===== src/rtl/bcd_bin_pkg.sv =====
// Shared definitions for the signed BCD-to-binary converter.
// Holds the FSM state encoding, the algorithm sizing constants, the
// saturation limits and a small helper that flags non-decimal digits.
package bcd_bin_pkg;

    localparam logic [1:0] S_IDLE   = 2'd0;
    localparam logic [1:0] S_CONV   = 2'd1;
    localparam logic [1:0] S_FINISH = 2'd2;

    localparam int N_DIGITS    = 3;
    localparam int N_ITER      = 10;
    localparam int MAG_MAX_POS = 127;
    localparam int MAG_MAX_NEG = 128;
    localparam int DIGIT_MAX   = 9;

    // True when any packed BCD digit is outside 0..9.
    function automatic logic bcd_invalid(input logic [4*N_DIGITS-1:0] bcd);
        logic bad;
        bad = 1'b0;
        for (int i = 0; i < N_DIGITS; i++) begin
            if (bcd[4*i +: 4] > 4'(DIGIT_MAX)) begin
                bad = 1'b1;
            end
        end
        return bad;
    endfunction

endpackage


===== src/rtl/bcd_bin_digit_corr.sv =====
// Reverse double-dabble digit correction.
// After a right shift, a BCD digit that reads 8 or more carried in a bit
// worth 5 decimal but 8 binary, so 3 is taken off to restore its value.
// Ports:
//   digit     - shifted 4-bit BCD digit
//   corrected - digit after correction (4-bit unsigned arithmetic)
module bcd_digit_corr (
    input  logic [3:0] digit,
    output logic [3:0] corrected
);

    assign corrected = (digit >= 4'd8) ? (digit - 4'd3) : digit;

endmodule


===== src/rtl/bcd_bin.sv =====
// Sequential signed BCD-to-binary converter.
// Takes a sign plus hundreds/tens/units BCD digits and produces an 8-bit
// two's-complement value using reverse double-dabble, one shift-correct
// step per clock, with saturation and an error flag for out-of-range or
// non-decimal operands.
// Ports:
//   clk      - system clock, rising edge
//   rst_n    - asynchronous active-low reset
//   start    - conversion request, sampled only while idle
//   negative - operand sign (1 = negative)
//   centena  - hundreds BCD digit
//   dezena   - tens BCD digit
//   unidade  - units BCD digit
//   out      - two's-complement result, held until the next done
//   busy     - conversion in progress
//   done     - one-cycle pulse, out/error valid from this cycle
//   error    - result status, held with out
//
// state    | meaning
// ---------+-------------------------------------------------------
// S_IDLE   | waiting for start; operands captured on the start edge
// S_CONV   | one shift-correct iteration per clock, N_ITER in total
// S_FINISH | range check, sign apply, done pulse, back to idle
module bcd_bin
    import bcd_bin_pkg::*;
#(
    parameter int N_ITER = bcd_bin_pkg::N_ITER
) (
    input  logic       clk,
    input  logic       rst_n,
    input  logic       start,
    input  logic       negative,
    input  logic [3:0] centena,
    input  logic [3:0] dezena,
    input  logic [3:0] unidade,
    output logic [7:0] out,
    output logic       busy,
    output logic       done,
    output logic       error
);

    localparam logic [3:0] LAST_ITER = 4'(N_ITER - 1);

    logic [1:0]  state;
    logic [11:0] bcd_q;
    logic [9:0]  mag_q;
    logic [3:0]  cnt_q;
    logic        neg_q;
    logic        inv_q;

    logic [21:0] shifted;
    logic [11:0] bcd_corr;
    logic [7:0]  res_out;
    logic        res_err;

    // BCD and magnitude shift as one register: the BCD LSB feeds the
    // magnitude MSB.
    assign shifted = {bcd_q, mag_q} >> 1;

    for (genvar g = 0; g < N_DIGITS; g++) begin : g_corr
        bcd_digit_corr u_corr (
            .digit    (shifted[10 + 4*g +: 4]),
            .corrected(bcd_corr[4*g +: 4])
        );
    end

    always_comb begin
        res_out = 8'h00;
        res_err = 1'b0;
        if (inv_q) begin
            res_out = 8'h00;
            res_err = 1'b1;
        end else if (!neg_q && (mag_q > 10'(MAG_MAX_POS))) begin
            res_out = 8'h7F;
            res_err = 1'b1;
        end else if (neg_q && (mag_q > 10'(MAG_MAX_NEG))) begin
            res_out = 8'h80;
            res_err = 1'b1;
        end else if (neg_q) begin
            // -128 falls out naturally: ~8'h80 + 1 wraps back to 8'h80.
            res_out = ~mag_q[7:0] + 8'd1;
        end else begin
            res_out = mag_q[7:0];
        end
    end

    always_ff @(posedge clk or negedge rst_n) begin
        if (!rst_n) begin
            state <= S_IDLE;
            bcd_q <= '0;
            mag_q <= '0;
            cnt_q <= '0;
            neg_q <= 1'b0;
            inv_q <= 1'b0;
            out   <= 8'h00;
            busy  <= 1'b0;
            done  <= 1'b0;
            error <= 1'b0;
        end else begin
            done <= 1'b0;
            case (state)
                S_IDLE: begin
                    if (start) begin
                        bcd_q <= {centena, dezena, unidade};
                        neg_q <= negative;
                        inv_q <= bcd_invalid({centena, dezena, unidade});
                        mag_q <= '0;
                        cnt_q <= '0;
                        busy  <= 1'b1;
                        state <= S_CONV;
                    end
                end
                S_CONV: begin
                    bcd_q <= bcd_corr;
                    mag_q <= shifted[9:0];
                    cnt_q <= cnt_q + 4'd1;
                    if (cnt_q == LAST_ITER) begin
                        state <= S_FINISH;
                    end
                end
                S_FINISH: begin
                    out   <= res_out;
                    error <= res_err;
                    done  <= 1'b1;
                    busy  <= 1'b0;
                    state <= S_IDLE;
                end
                default: begin
                    busy  <= 1'b0;
                    state <= S_IDLE;
                end
            endcase
        end
    end

endmodule


===== config.mk =====
export PLATFORM = sky130hd
export DESIGN_NAME = bcd_bin
export DESIGN_NICKNAME = d
export VERILOG_FILES = /design/src/rtl/bcd_bin_pkg.sv /design/src/rtl/bcd_bin_digit_corr.sv /design/src/rtl/bcd_bin.sv
export SDC_FILE = /design/constraint.sdc
export NUM_CORES = 1
export LEC_CHECK = 0
export BUFFER_PORTS_ARGS = -buffer_cell sky130_fd_sc_hd__buf_2
export CAP_MARGIN = 20
export CORE_ASPECT_RATIO = 0.7
export CORE_MARGIN = 5
export CORE_UTILIZATION = 52
export DETAILED_ROUTE_END_ITERATION = 7
export HOLD_SLACK_MARGIN = 0.02
export PLACE_DENSITY = 0.81
export SLEW_MARGIN = 20
export SYNTH_ARGS = -nofsm -noshare
export SYNTH_HDL_FRONTEND = slang
export SYNTH_SLANG_ARGS = --single-unit

===== constraint.sdc =====
create_clock -name clk -period 1.6 [get_ports clk]
set_input_delay 0.24 -clock clk [delete_from_list [all_inputs] [get_ports clk]]
set_output_delay 0.24 -clock clk [all_outputs]
set_load 0.05 [all_outputs]

After elaboration in Yosys (flattened, before gate mapping)
Index checks and enable logic that the tools add are counted.
{ "op_classes": {"add_sub_neg": 5, "mul": 0, "div_mod_pow": 0, "order_cmp": 8, "eq_ne": 5, "shift": 0, "mux": 25, "bitwise_logic": 2, "n_reduce_logical": 9} }
{ "op_table": {"columns": ["op", "count"], "rows": [
  ["$mux W8", 4],
  ["$pmux W12 S2", 1],
  ["$pmux W10 S2", 1],
  ["$mux W4", 4],
  ["$gt A4 B4 Y1 const B", 3],
  ["$mux W12", 1],
  ["$gt A10 B7 Y1 const B", 1],
  ["$gt A10 B8 Y1 const B", 1],
  ["$mux W10", 1],
  ["$add A8 B1 Y8 const B", 1],
  ["$ge A4 B4 Y1 const B", 2],
  ["$mux W1", 8],
  ["$not A8 Y8", 1],
  ["$pmux W4 S2", 1],
  ["$reduce_and A2 Y1", 4],
  ["$sub A4 B2 Y4 const B", 2],
  ["$add A4 B1 Y4 const B", 1],
  ["$eq A4 B4 Y1 const B", 1],
  ["$ge A3 B4 Y1 const B", 1],
  ["$mux W2", 2],
  ["$ne A2 B2 Y1 const B", 2],
  ["$pmux W2 S2", 1],
  ["$sub A3 B2 Y4 const B", 1],
  ["$eq A2 B1 Y1 const B", 1],
  ["7 further kinds", 8]
]} }
{ "word_totals": {"register_bits": 41, "latch_bits": 0, "ram_bits": 0, "mem_bits_ro": 0, "inputBits": 16, "out_inout_bits": 11, "wordCells": 64, "n_memories": 0} }

Depth between registers and ports, before layout
Gate-level depths: netlist of run 1.
{ "depth": {"ltp_word": 6, "ltp_mapped": 6} }

Cells and area by module
Synthesis of run 1 repeated with hierarchy kept, for this count alone.
{ "unflattened": {"hier_cells": 237, "hier_area_um2": 2130.8} }
{ "by_module_without_submodules": {"columns": ["mod", "instances", "cells_per_inst", "area_per_inst_um2", "seq_area_each_um2"], "rows": [
  ["bcd_bin", 1, 204, 1901.8, 1026.0],
  ["bcd_digit_corr", 3, 11, 76.3, 0.0]
]} }

Worst setup path before layout of run 1
Ideal clock, no wire load.
{ "synth_timing": {"kind": "register -> register", "from": "reg mag_q[0]", "to": "reg out[0]", "setup_ps": 131, "arrival_time_ps": 1273, "slack_ps": 197, "path_stages_with_launch": 7, "path_buffers": 0, "period_less_slack_ps": 1403, "path_cell_list": "dfrtp_1 inv_1 ha_1 nor4b_2 a21o_2 o21ai_2 o21ai_0"} }
{ "synth_via": {"elab_chain_len": 6, "word_cells_on_any_way": 10} }
{ "synth_lines": {"columns": ["element", "line_no", "rtl"], "rows": [
  ["start: declaration", "bcd_bin.sv:46", "logic [9:0] mag_q;"],
  ["start signal: assignment", "bcd_bin.sv:115", "mag_q <= shifted[9:0];"],
  ["$not A8 Y8", "bcd_bin.sv:81", "res_out = ~mag_q[7:0] + 8'd1;"],
  ["$add A8 B1 Y8", "bcd_bin.sv:81", null],
  ["$mux W8", "bcd_bin.sv:79", "end else if (neg_q) begin"],
  ["$mux W8", "bcd_bin.sv:76", "end else if (neg_q && (mag_q > 10'(MAG_MAX_NEG))) begin"],
  ["$mux W8 *", "bcd_bin.sv:73", "end else if (!neg_q && (mag_q > 10'(MAG_MAX_POS))) begin"],
  ["$mux W8 *", "bcd_bin.sv:70", "if (inv_q) begin"],
  ["end signal: assignment", "bcd_bin.sv:122", "out <= res_out;"],
  ["end: declaration", "bcd_bin.sv:36", "output logic [7:0] out,"]
]} }
Every way passes the cells marked *; elsewhere a longest branch is shown, timed or not.
A chain may end at the register's enable or synchronous reset.

Worst setup path in the final report of run 1
{ "layout_timing": {"from": "reg mag_q[1]", "to": "reg out[5]"} }
The elaborated chain is that of the path after synthesis.

==> results of run 1 <==
-- state kept, by name, indices dropped and copies added (netlist names) --
| register | cells |
|---|---|
| out | 8 |
| neg_q | 1 |
| mag_q | 10 |
| busy | 1 |
| cnt_q | 4 |
| done | 1 |
| error | 1 |
| state | 2 |
| bcd_q | 12 |
| inv_q | 1 |
-- worst min-delay path by stage --
stage / slack, ps / endpoint / cells past startpoint / from
finish: 150 / neg_q / 3 / negative
floorplan: -60 / bcd_q[0] / 0 / rst_n
CTS: 150 / neg_q / 3 / negative
global route: 180 / bcd_q[8] / 3 / centena[0]
detailed placement: 230 / bcd_q[1] / 2 / rst_n
global placement: 230 / bcd_q[1] / 2 / rst_n
-- synth_stat cells (2+ instances only) --
master     n  share of area (%)
o21ai_1   15                3.6
buf_4      2               0.72
a221o_1    2               0.96
buf_2      7                1.7
inv_1     10                1.8
a22oi_1    5                1.8
nor2_1    10                1.8
nor2_2     2               0.60
o22ai_1    3               0.90
nand3b_1   3                1.1
a21oi_1   11                2.6
nand4_1    3               0.90
ha_1       7                4.2
nand2_1   46                8.3
a31oi_1    6                1.8
dfrtp_1   41                 49
o211a_1    2               0.96
o21ai_0   15                3.6
nor3_1     3               0.72
nor2b_1    2               0.60
nand3_1    5                1.2
xnor2_1    6                2.5
nand2b_1   2               0.60
-- worst reg2reg max path: stages, from the launching register on --
cell and delay, ps:
dfrtp_1 400, inv_1 110, ha_2 210, nor4b_2 200, a21o_2 190, o21ai_2 90
o31ai_2 240
-- logic make-up (layout without fill, tap and decap cells) --
family	count (synthesis)	after routing	synth area share, %
buffers and inverters	20	58	4.39
DFF	41	41	49.4
adders and majority gates	7	7	4.21
and+or+nand+nor	83	83	20.6
AOI/OAI and AO/OA	65	65	18.9
xor gates and xnor gates	6	6	2.53
-- where the power goes --
part	leakage (nW)	switching [mW]	internal (mW)	total (mW)
sequential	0.523	0.475	1.46	1.93
clock	0.0395	0.351	0.310	0.661
combinational	0.571	1.46	1.02	2.48
total	1.13	2.29	2.79	5.07
-- cells in the final DEF, fill, tap and decap left out, types with 2 or more instances in the layout --
| cell | synthesis | layout |
|---|---|---|
| nor2b_1 | 2 | 2 |
| a31oi_1 | 6 | 6 |
| ha_1 | 7 | 6 |
| nor3_1 | 3 | 3 |
| nand3_1 | 5 | 5 |
| nor2_1 | 10 | 10 |
| buf_12 | 0 | 2 |
| o22ai_1 | 3 | 3 |
| o21ai_1 | 15 | 15 |
| nand2_1 | 46 | 46 |
| buf_4 | 2 | 10 |
| a221o_1 | 2 | 2 |
| a22oi_1 | 5 | 5 |
| o21ai_0 | 15 | 15 |
| nand4_1 | 3 | 3 |
| clkbuf_1 | 0 | 3 |
| inv_1 | 10 | 10 |
| clkbuf_8 | 0 | 5 |
| nand3b_1 | 3 | 3 |
| a21oi_1 | 11 | 11 |
| xnor2_1 | 6 | 6 |
| nor3b_4 | 1 | 2 |
| o211a_1 | 2 | 2 |
| nor2_2 | 2 | 2 |
| dfrtp_1 | 41 | 41 |
| nand2b_1 | 2 | 2 |
| buf_2 | 7 | 26 |
-- layer usage --
metal | vias up | track usage, % | routed length (um)
li1 | 841 | - | -
met1 | 801 | 25.8 | 2200
met2 | 33 | 26.0 | 1950
met3 | 6 | 4.08 | 211
met4 | 0 | 7.71 | 85
met5 | - | 0 | 0
-- through the flow --
step | hold WS, ps | area, sq um | worst slack (ps) | power, mW
global route | 178 | 2440 | -37.3 | 5.49
CTS | 148 | 2420 | 17.2 | 5.01
global placement | 226 | 2330 | 113 | 4.26
detailed placement | 226 | 2330 | 26.2 | 4.34
finish | 152 | 2440 | 77.3 | 5.07
floorplan | -55.6 | 2080 | 197 | 3.64
-- final cells by class --
class	instances	area (sq um)
Multi-Input combinational cell	161	976
Inverter	11	41.3
Clock buffer	8	80.1
Fill cell	319	1460
Timing Repair Buffer	39	255
Sequential cell	41	1030
Tap cell	52	65.1
-- what timing repair did --
| action | in CTS | in global routing |
|---|---|---|
| endpoints found under the hold margin | 41 | 0 |
| hold buffers | 1 | 0 |
| setup buffers | 0 | 1 |
| setup endpoints to repair | 0 | 6 |
| gates resized for setup | 0 | 3 |
==> results by group, run 1 <==
Global routing
  – Pin count of the biggest net entering global routing: 42
  – Vias in the first global route: ~1,600
  – GRT Total Usage: between 15 and 20%
  – Gr ovfl total: 0
  – Initial antenna violation count: 0
  – First-pass GRT wire length: roughly 7500 um

Timing
  – Setup TNS: 0 ps
  – Max Clock Skew: around 7.5 ps
  – Least-Margin Pin Slew: 458 ps
  – Final Cycle Share: roughly 95%
  – Relative slew slack: between 60% and 70%
  – Fin. max-slew vios: 0
  – Max Fclk: around 660 MHz
  – Fin. Hold Viols: 0
  – Fin crit period: 1520 ps
  – Final Setup Violations: 0

Finish
  – Final Core Density: 62.7%
  – Area delta synth->final: 17.6%
  – Layout cells sized above 1: around 22%
  – Nets@finish: around 280
  – Ant. Diodes: 0
  – Non-filler cells, final: around 310

Setup path
  – Worst Setup End Kind: flip-flop
  – Top delay family on crit path: compound AO/OA/AOI/OAI gates
  – Worst Path Buf+Inv: 1
  – Worst Setup Start Kind: flip-flop
  – Worst-path fanout max: 5
  – Worst Path Required: ~1800 ps
  – Stages on worst setup path: 6
  – Critical path capture point: out[5]
  – Worst Reg-to-Reg Cells: 6
  – Worst EP arrival: ~1700 ps
  – Max incr delay on CP: ~400 ps
  – Crit Path Category: flip-flop to flip-flop
  – Critical Path Slowest Stage Cell: dfrtp_1
  – CP Cell Sequence: inv_1, ha_2, nor4b_2, a21o_2, o21ai_2, o31ai_2
  – RR Endpoint: out[5]
  – RR Startpoint: mag_q[1]
  – Crit. Startpoint: mag_q[1]
  – FF-to-FF setup slack: just under 80 ps

Detailed routing
  – 1st-pass router iterations: 4
  – Iteration-0 DRC Markers: approximately 120
  – WL final: 4440 um
  – Routed via count: approximately 1,700
  – WL/cell: between 10 and 15 um
  – Vias per inst: between 5 and 6
  – DRC viols: 0
  – Post-route ant nets: 0

Logic synthesis
  – Synth async-reset ratio: 100%
  – Post-synthesis area per instance: about 9.4 sq um
  – Yosys cell types: 37
  – Sequential area share after synthesis: 49.4%
  – Synth Cell Area: a little over 2000 sq um
  – Synth warnings: 0
  – Ys flop type: dfrtp_1
  – EDFF count, synth: 0
  – Syn Inst Count: roughly 220
  – Flops & latches, synth: 41
  – Syn_nets: between 200 and 250

Floorplanning
  – Die Area: around 5400 sq um
  – Core ar.: 3900 sq um
  – Boundary Pins: 27
  – Initial Util: 53.3%
  – Die Y: around 63 um
  – Die W: ~86 um
  – Rows: 19

CTS
  – TritonCTS clock tree: built
  – Root Buffer: clkbuf_8
  – H-tree depth: 2
  – Reg clk slew, reported paths: about 80 ps
  – Clock buffer depth: 2
  – Clock Sinks: 41
  – Worst skew pair latency: approximately 300 ps
  – Number of CTS-inserted buffers: 5

Run
  – MaxCap Viol Count: 0

Placement
  – # placed instances: around 300
  – Buffers on Ports: 26
  – Detailed Place HPWL: 3210 um
  – RePlAce Congestion: ~0.84

Pwr
  – Peak supply drop: 0.00107 V
  – P_leak: ~1.1 nW
  – PD cells: 2080 nW/um^2

Worst hold path
  – Hold Path Class: primary input to flip-flop

Outcome
  – Result of the run: finished clean
(Power assumes the default switching activity.)
==> run 2: changes to the inputs <==
--- a/config.mk
+++ b/config.mk
@@ -9,10 +9,10 @@
 export CAP_MARGIN = 20
 export CORE_ASPECT_RATIO = 0.7
 export CORE_MARGIN = 5
-export CORE_UTILIZATION = 52
+export CORE_UTILIZATION = 57
 export DETAILED_ROUTE_END_ITERATION = 7
 export HOLD_SLACK_MARGIN = 0.02
-export PLACE_DENSITY = 0.81
+export PLACE_DENSITY = 0.87
 export SLEW_MARGIN = 20
 export SYNTH_ARGS = -nofsm -noshare
 export SYNTH_HDL_FRONTEND = slang
==> results by group, run 2 (synthesis results as in run 1) <==
Pwr
  – Sequential share of power: 37.7% (-0.4 points)
  – Net Sw Power: 2.33 mW (+2.0%)
  – Switch share: 45.4% (+0.31 points)
  – Internal Power: 2.81 mW (+0.72%)
  – Gate power share: 48.9% (about the same)
  – PD cells: 2110 nW/um^2 (+1.5%)
  – Clk pwr share: 13.4% (+0.4 points)
  – Peak supply drop: 0.00101 V (-6.2%)
  – Total power draw: 5.14 mW (+1.3%)
  – P_leak: 1.12 nW (-0.75%)

Global routing
  – GR Layer Usage met2: 30.7% (+4.8 points)
  – GRT Max-Usage Layer: met2
  – Vias in the first global route: 1,684 (+6.9%)
  – Gr ovfl total: 0 (unchanged)
  – Initial antenna violation count: 0 (unchanged)
  – Pin count of the biggest net entering global routing: 42 (unchanged)
  – Fraction of met1 tracks used by global routing: 29.4% (+3.6 points)
  – First-pass GRT wire length: 7810 um (+3.5%)
  – GR Util met3: 5.49% (+1.4 points)
  – GRT Total Usage: 20.8% (+2.9 points)

Timing
  – Least-Margin Pin Slew: 500 ps (+41.8 ps)
  – Max Clock Skew: 3.21 ps (-4.33 ps)
  – RSZ-0062 raised after global routing: false
  – Max Fclk: 661 MHz (+0.60%)
  – Final Cycle Share: 94.6% (-0.57 points)
  – Fin. max-slew vios: 0 (unchanged)
  – Final hold slack: 145 ps (-7.26 ps)
  – Final Setup Violations: 0 (unchanged)
  – Fin. Hold Viols: 0 (unchanged)
  – Final WS setup: 86.4 ps (+9.10 ps)
  – Relative slew slack: 66.6% (-2.8 points)
  – Setup TNS: 0 ps (unchanged)
  – Fin crit period: 1510 ps (-9.10 ps)

Detailed routing
  – DRC viols: 0 (unchanged)
  – Vias per inst: 5.74 (+6.5%)
  – 1st-pass router iterations: 4 (unchanged)
  – Iteration-0 DRC Markers: 199 (+70%)
  – WL/cell: 15.3 um (+7.3%)
  – WL final: 4690 um (+5.6%)
  – Post-route ant nets: 0 (unchanged)
  – Routed via count: 1,762 (+4.8%)

CTS
  – Reg clk slew, reported paths: 70 ps (about the same)
  – Worst skew pair latency: 290 ps (about the same)
  – Postcts setup bufs: 0 (unchanged)
  – Clock Sinks: 41 (unchanged)
  – Root Buffer: clkbuf_8
  – TritonCTS clock tree: built
  – Number of CTS-inserted buffers: 5 (unchanged)
  – H-tree depth: 2 (unchanged)
  – Clock buffer depth: 2 (unchanged)

Setup path
  – Worst Reg-to-Reg Cells: 6 (unchanged)
  – FF-to-FF setup slack: 90 ps (about the same)
  – Worst Path Buf+Inv: 1 (unchanged)
  – Worst Setup End Kind: flip-flop
  – Worst EP arrival: 1720 ps (about the same)
  – RR Startpoint: mag_q[1]
  – CP Cell Sequence: inv_1, ha_4, nor4b_2, a21o_2, o21ai_4, o31ai_2
  – Max incr delay on CP: 400 ps (about the same)
  – RR Endpoint: out[5]
  – Worst-path fanout max: 5 (unchanged)
  – Critical Path Slowest Stage Cell: dfrtp_1
  – Top delay family on crit path: compound AO/OA/AOI/OAI gates
  – Crit Path Category: flip-flop to flip-flop
  – Worst Setup Start Kind: flip-flop
  – Worst Path Required: 1800 ps (about the same)

Worst hold path
  – Worst hold stages: 3 (unchanged)
  – Hold endpoint: neg_q
  – Hold path start: negative
  – Hold Path Class: primary input to flip-flop

Run
  – MaxCap Viol Count: 0 (unchanged)

Placement
  – RePlAce Congestion: 0.854 (+1.5%)
  – Detailed Place HPWL: 3320 um (+3.4%)
  – Buffers on Ports: 26 (unchanged)
  – # placed instances: 299 (-0.99%)
  – Setup WS pre-CTS: 52.8 ps (+26.6 ps)
  – Placed cell area: 2310 sq um (-0.97%)

Finish
  – Ant. Diodes: 0 (unchanged)
  – Final Core Density: 69.4% (+6.7 points)
  – Top reg by flops: bcd_q
  – Biggest regs: bcd_q: 12 flops, mag_q: 10 flops, out: 8 flops
  – Commonest non-fill, non-tap cell in the layout: nand2_1
  – Max FFs per register: 12 (unchanged)
  – Nets@finish: 280 (-0.71%)
  – Non-filler cells, final: 307 (-1.6%)
  – Layout cells sized above 1: 22.2% (-0.13 points)
  – Post-route design area: 2440 sq um (-0.26%)
  – Most frequent cells in the layout: nand2_1, dfrtp_1, buf_2
  – Area delta synth->final: 17.3%

Floorplanning
  – Boundary Pins: 27 (unchanged)
  – Die W: 82.2 um (-4.0%)
  – Initial Util: 59.2% (+5.8 points)
  – Rows: 18 (-1)
  – Core ar.: 3510 sq um (-9.9%)
  – Die Y: 60.5 um (-3.8%)
  – Die Area: 4970 sq um (-7.6%)

Outcome
  – Result of the run: finished clean
==> run 2: power by group through the flow <==
stage / sequential [mW] / combinational, mW / clock [mW]
after CTS: 1.93 / 2.42 / 0.688
after floorplan: 2.18 / 1.47 / 0
after global routing: 2.00 / 2.78 / 0.739
final: 1.94 / 2.51 / 0.686
after detailed placement: 1.94 / 2.41 / 0
after global placement: 1.92 / 2.31 / 0
==> run 2: final cells by class <==
| class | count | area [sq um] |
|---|---|---|
| inverter | 11 | 41.3 |
| clock buffer | 7 | 86.3 |
| tap | 50 | 62.6 |
| timing repair buffer | 37 | 228 |
| multi-input combinational | 161 | 993 |
| sequential | 41 | 1030 |
| fill | 281 | 1080 |
==> run 2: metal layers <==
layer	wire length, um	part of all wire, %
met1	2110	45
met2	2120	45
met3	398	8.5
met4	57	1.2
met5	0	0
==> run 2: worst max path at each step <==
stage / from / endpoint / slack, ps / cells after the start
final: mag_q[1] / out[5] / 90 / 6
after global routing: mag_q[1] / out[5] / 5 / 6
after CTS: mag_q[0] / out[2] / 30 / 6
after detailed placement: mag_q[0] / out[2] / 50 / 6
after global placement: mag_q[0] / out[4] / 120 / 6
after floorplan: mag_q[0] / out[0] / 200 / 6
==> run 2: worst min-delay path, stage by stage <==
cell	delay [ps]
buf_2	70
nand2_1	30
o21ai_0	60
==> run 2: what timing repair did <==
item | in CTS | in global routing
endpoints found under the hold margin | 30 | 0
endpoints found under the setup margin | 0 | 6
hold buffers | 1 | 0
resized for setup | 0 | 5
==> run 3: changes to the inputs <==
--- a/config.mk
+++ b/config.mk
@@ -9,10 +9,10 @@
 export CAP_MARGIN = 20
 export CORE_ASPECT_RATIO = 0.7
 export CORE_MARGIN = 5
-export CORE_UTILIZATION = 57
+export CORE_UTILIZATION = 51
 export DETAILED_ROUTE_END_ITERATION = 7
 export HOLD_SLACK_MARGIN = 0.02
-export PLACE_DENSITY = 0.87
+export PLACE_DENSITY = 0.83
 export SLEW_MARGIN = 20
 export SYNTH_ARGS = -nofsm -noshare
 export SYNTH_HDL_FRONTEND = slang
==> constraint.sdc (replaced) <==
create_clock -name clk -period 1.26 [get_ports clk]
set_input_delay 0.189 -clock clk [delete_from_list [all_inputs] [get_ports clk]]
set_output_delay 0.189 -clock clk [all_outputs]
set_load 0.02 [all_outputs]
==> results by group, run 3 (synthesis results as in run 1) <==
Placement
  – Detailed Place HPWL: 3640 um (+9.5%)
  – Buffers on Ports: 26 (unchanged)
  – RePlAce Congestion: 0.869 (+1.8%)

Detailed routing
  – Iteration-0 DRC Markers: 144 (-28%)
  – WL final: 6280 um (+34%)
  – 1st-pass router iterations: 4 (unchanged)
  – Routed via count: 2,024 (+15%)
  – Vias per inst: 5.77 (+0.47%)
  – WL/cell: 17.9 um (+17%)
  – Post-route ant nets: 0 (unchanged)
  – DRC viols: 0 (unchanged)

Outcome
  – Result of the run: finished with violations
  – Failing checks: setup timing

Pwr
  – PD cells: 2700 nW/um^2 (+28%)
  – Sequential share of power: 31.4% (-6.3 points)
  – Net Sw Power: 3.42 mW (+47%)
  – Internal Power: 4.70 mW (+68%)
  – Peak supply drop: 0.00160 V (+59%)
  – Clk pwr share: 12.8% (-0.6 points)
  – P_leak: 1.41 nW (+25%)
  – Gate power share: 55.9% (+7.0 points)
  – Switch share: 42.1% (-3.3 points)

Worst hold path
  – Hold Path Class: primary input to flip-flop
  – Hold path start: negative
  – Hold endpoint: neg_q
  – Worst hold stages: 3 (unchanged)

Floorplanning
  – Die Area: 5470 sq um (+10%)
  – Die Y: 63.4 um (+4.8%)
  – Rows: 19 (+1)
  – Core ar.: 3920 sq um (+12%)
  – Boundary Pins: 27 (unchanged)
  – Initial Util: 53.0% (-6.2 points)
  – Die W: 86.3 um (+5.0%)

CTS
  – Clock Sinks: 41 (unchanged)
  – Reg clk slew, reported paths: 80 ps (about the same)
  – TritonCTS clock tree: built
  – Worst skew pair latency: 310 ps (+20 ps)
  – Root Buffer: clkbuf_8
  – Number of CTS-inserted buffers: 5 (unchanged)
  – H-tree depth: 2 (unchanged)
  – Clock buffer depth: 2 (unchanged)

Timing
  – Final Cycle Share: 116% (+21 points)
  – Fin. Hold Viols: 0 (unchanged)
  – Max Clock Skew: 7.67 ps (+4.46 ps)
  – Fin crit period: 1460 ps (-57.0 ps)
  – Final hold slack: 83.6 ps (-61.6 ps)
  – Least-Margin Pin Slew: 349 ps (-150 ps)
  – Final Setup Violations: 20 (+20)
  – Final WS setup: -197 ps (-283 ps)
  – Max Fclk: 687 MHz (+3.9%)
  – RSZ-0062 raised after global routing: true
  – Relative slew slack: 76.7% (+10 points)
  – Fin. max-slew vios: 0 (unchanged)

Setup path
  – Worst-path fanout max: 5 (unchanged)
  – RR Startpoint: mag_q[1]
  – Worst Setup Start Kind: flip-flop
  – Worst Setup End Kind: flip-flop
  – FF-to-FF setup slack: -200 ps (-280 ps)
  – Worst EP arrival: 1640 ps (-80 ps)
  – Worst Path Required: 1450 ps (-350 ps)
  – Worst Reg-to-Reg Cells: 6 (unchanged)
  – RR Endpoint: out[5]
  – Crit Path Category: flip-flop to flip-flop

Finish
  – Area delta synth->final: 44.7%
  – Commonest non-fill, non-tap cell in the layout: nand2_1
  – Biggest regs: bcd_q: 12 flops, mag_q: 10 flops, out: 8 flops
  – Top reg by flops: bcd_q
  – Fill cell count: 244 (-13%)
  – Ant. Diodes: 0 (unchanged)
  – Max FFs per register: 12 (unchanged)
  – Most frequent cells in the layout: nand2_1, buf_4, dfrtp_1
  – Layout cells sized above 1: 45.2% (+23 points)
  – Nets@finish: 322 (+15%)
  – Final Core Density: 76.7% (+7.3 points)

Global routing
  – GR Util met3: 4.30% (-1.2 points)
  – First-pass GRT wire length: 9360 um (+20%)
  – Vias in the first global route: 1,963 (+17%)
  – Pin count of the biggest net entering global routing: 42 (unchanged)
  – Initial antenna violation count: 0 (unchanged)
  – GRT Total Usage: 22.1% (+1.2 points)
  – GRT Max-Usage Layer: met2
  – Fraction of met1 tracks used by global routing: 29.0% (-0.39 points)
  – Gr ovfl total: 0 (unchanged)
  – GR Layer Usage met2: 34.8% (+4.1 points)

Run
  – MaxCap Viol Count: 0 (unchanged)
[run 3: changes by cell type in the layout (fill, tap and decap cells not counted), sizes merged]
cell,previous run,this run
buf,36,78
bufinv,0,1
clkbuf,7,5
clkinv,0,1
[run 3: what timing repair did]
item / 4_1_cts / 5_1_grt
pin swaps: 13 / 19
setup buffers: 7 / 6
hold buffers: 1 / 0
gates resized for setup: 24 / 39
cloned: 1 / 0
setup endpoints to repair: 22 / 36
endpoints found under the hold margin: 41 / 0
[run 3: per-layer routing]
layer,part of all wire [%],vias up
met5,0,-
li1,-,929
met3,6.3,14
met4,2.3,0
met2,49,80
met1,42,1001
[run 3: stage by stage]
step / cells / TNS, ps / instance area [sq um] / power [mW] / setup WS (ps)
CTS: 346 / -987 / 2820 / 7.36 / -106
finish: 351 / -1580 / 3010 / 8.13 / -197
floorplan: 222 / -379 / 2100 / 4.45 / -62.9
global placement: 330 / -663 / 2550 / 5.73 / -95.8
detailed placement: 330 / -1240 / 2550 / 5.90 / -165
global route: 351 / -2720 / 3010 / 8.62 / -243
[run 3: how the worst max path moves through the flow]
stage / start / endpoint / slack (ps) / cells past startpoint
floorplan: mag_q[0] / out[3] / -60 / 6
global placement: mag_q[0] / out[2] / -100 / 6
detailed placement: mag_q[0] / out[4] / -170 / 6
CTS: mag_q[1] / out[0] / -110 / 6
global route: mag_q[1] / out[7] / -240 / 6
finish: mag_q[1] / out[5] / -200 / 6
[run 3: area by class of cell]
cell class,count,area [sq um],area share [%]
Clock buffer,5,68.8,2.29
Clock inverter,2,35.0,1.17
Inverter,11,41.3,1.37
Multi-Input combinational cell,161,1170,39.0
Sequential cell,41,1030,34.3
Tap cell,52,65.1,2.16
Timing Repair Buffer,79,592,19.7
[run 3: power by group through the flow]
| stage | clock network [mW] | logic (mW) | registers (mW) |
|---|---|---|---|
| floorplan | 0 | 1.95 | 2.50 |
| global placement | 0 | 3.33 | 2.40 |
| global route | 1.09 | 4.92 | 2.62 |
| CTS | 1.04 | 3.86 | 2.46 |
| detailed placement | 0 | 3.46 | 2.44 |
| finish | 1.04 | 4.54 | 2.55 |
[run 3: worst max-delay path, stage by stage (launching register included)]
cell     delay (ps)
dfrtp_1         420
buf_4           170
nor3_4          210
buf_4           160
nand3_1          70
a21oi_1         200
o31ai_2          90
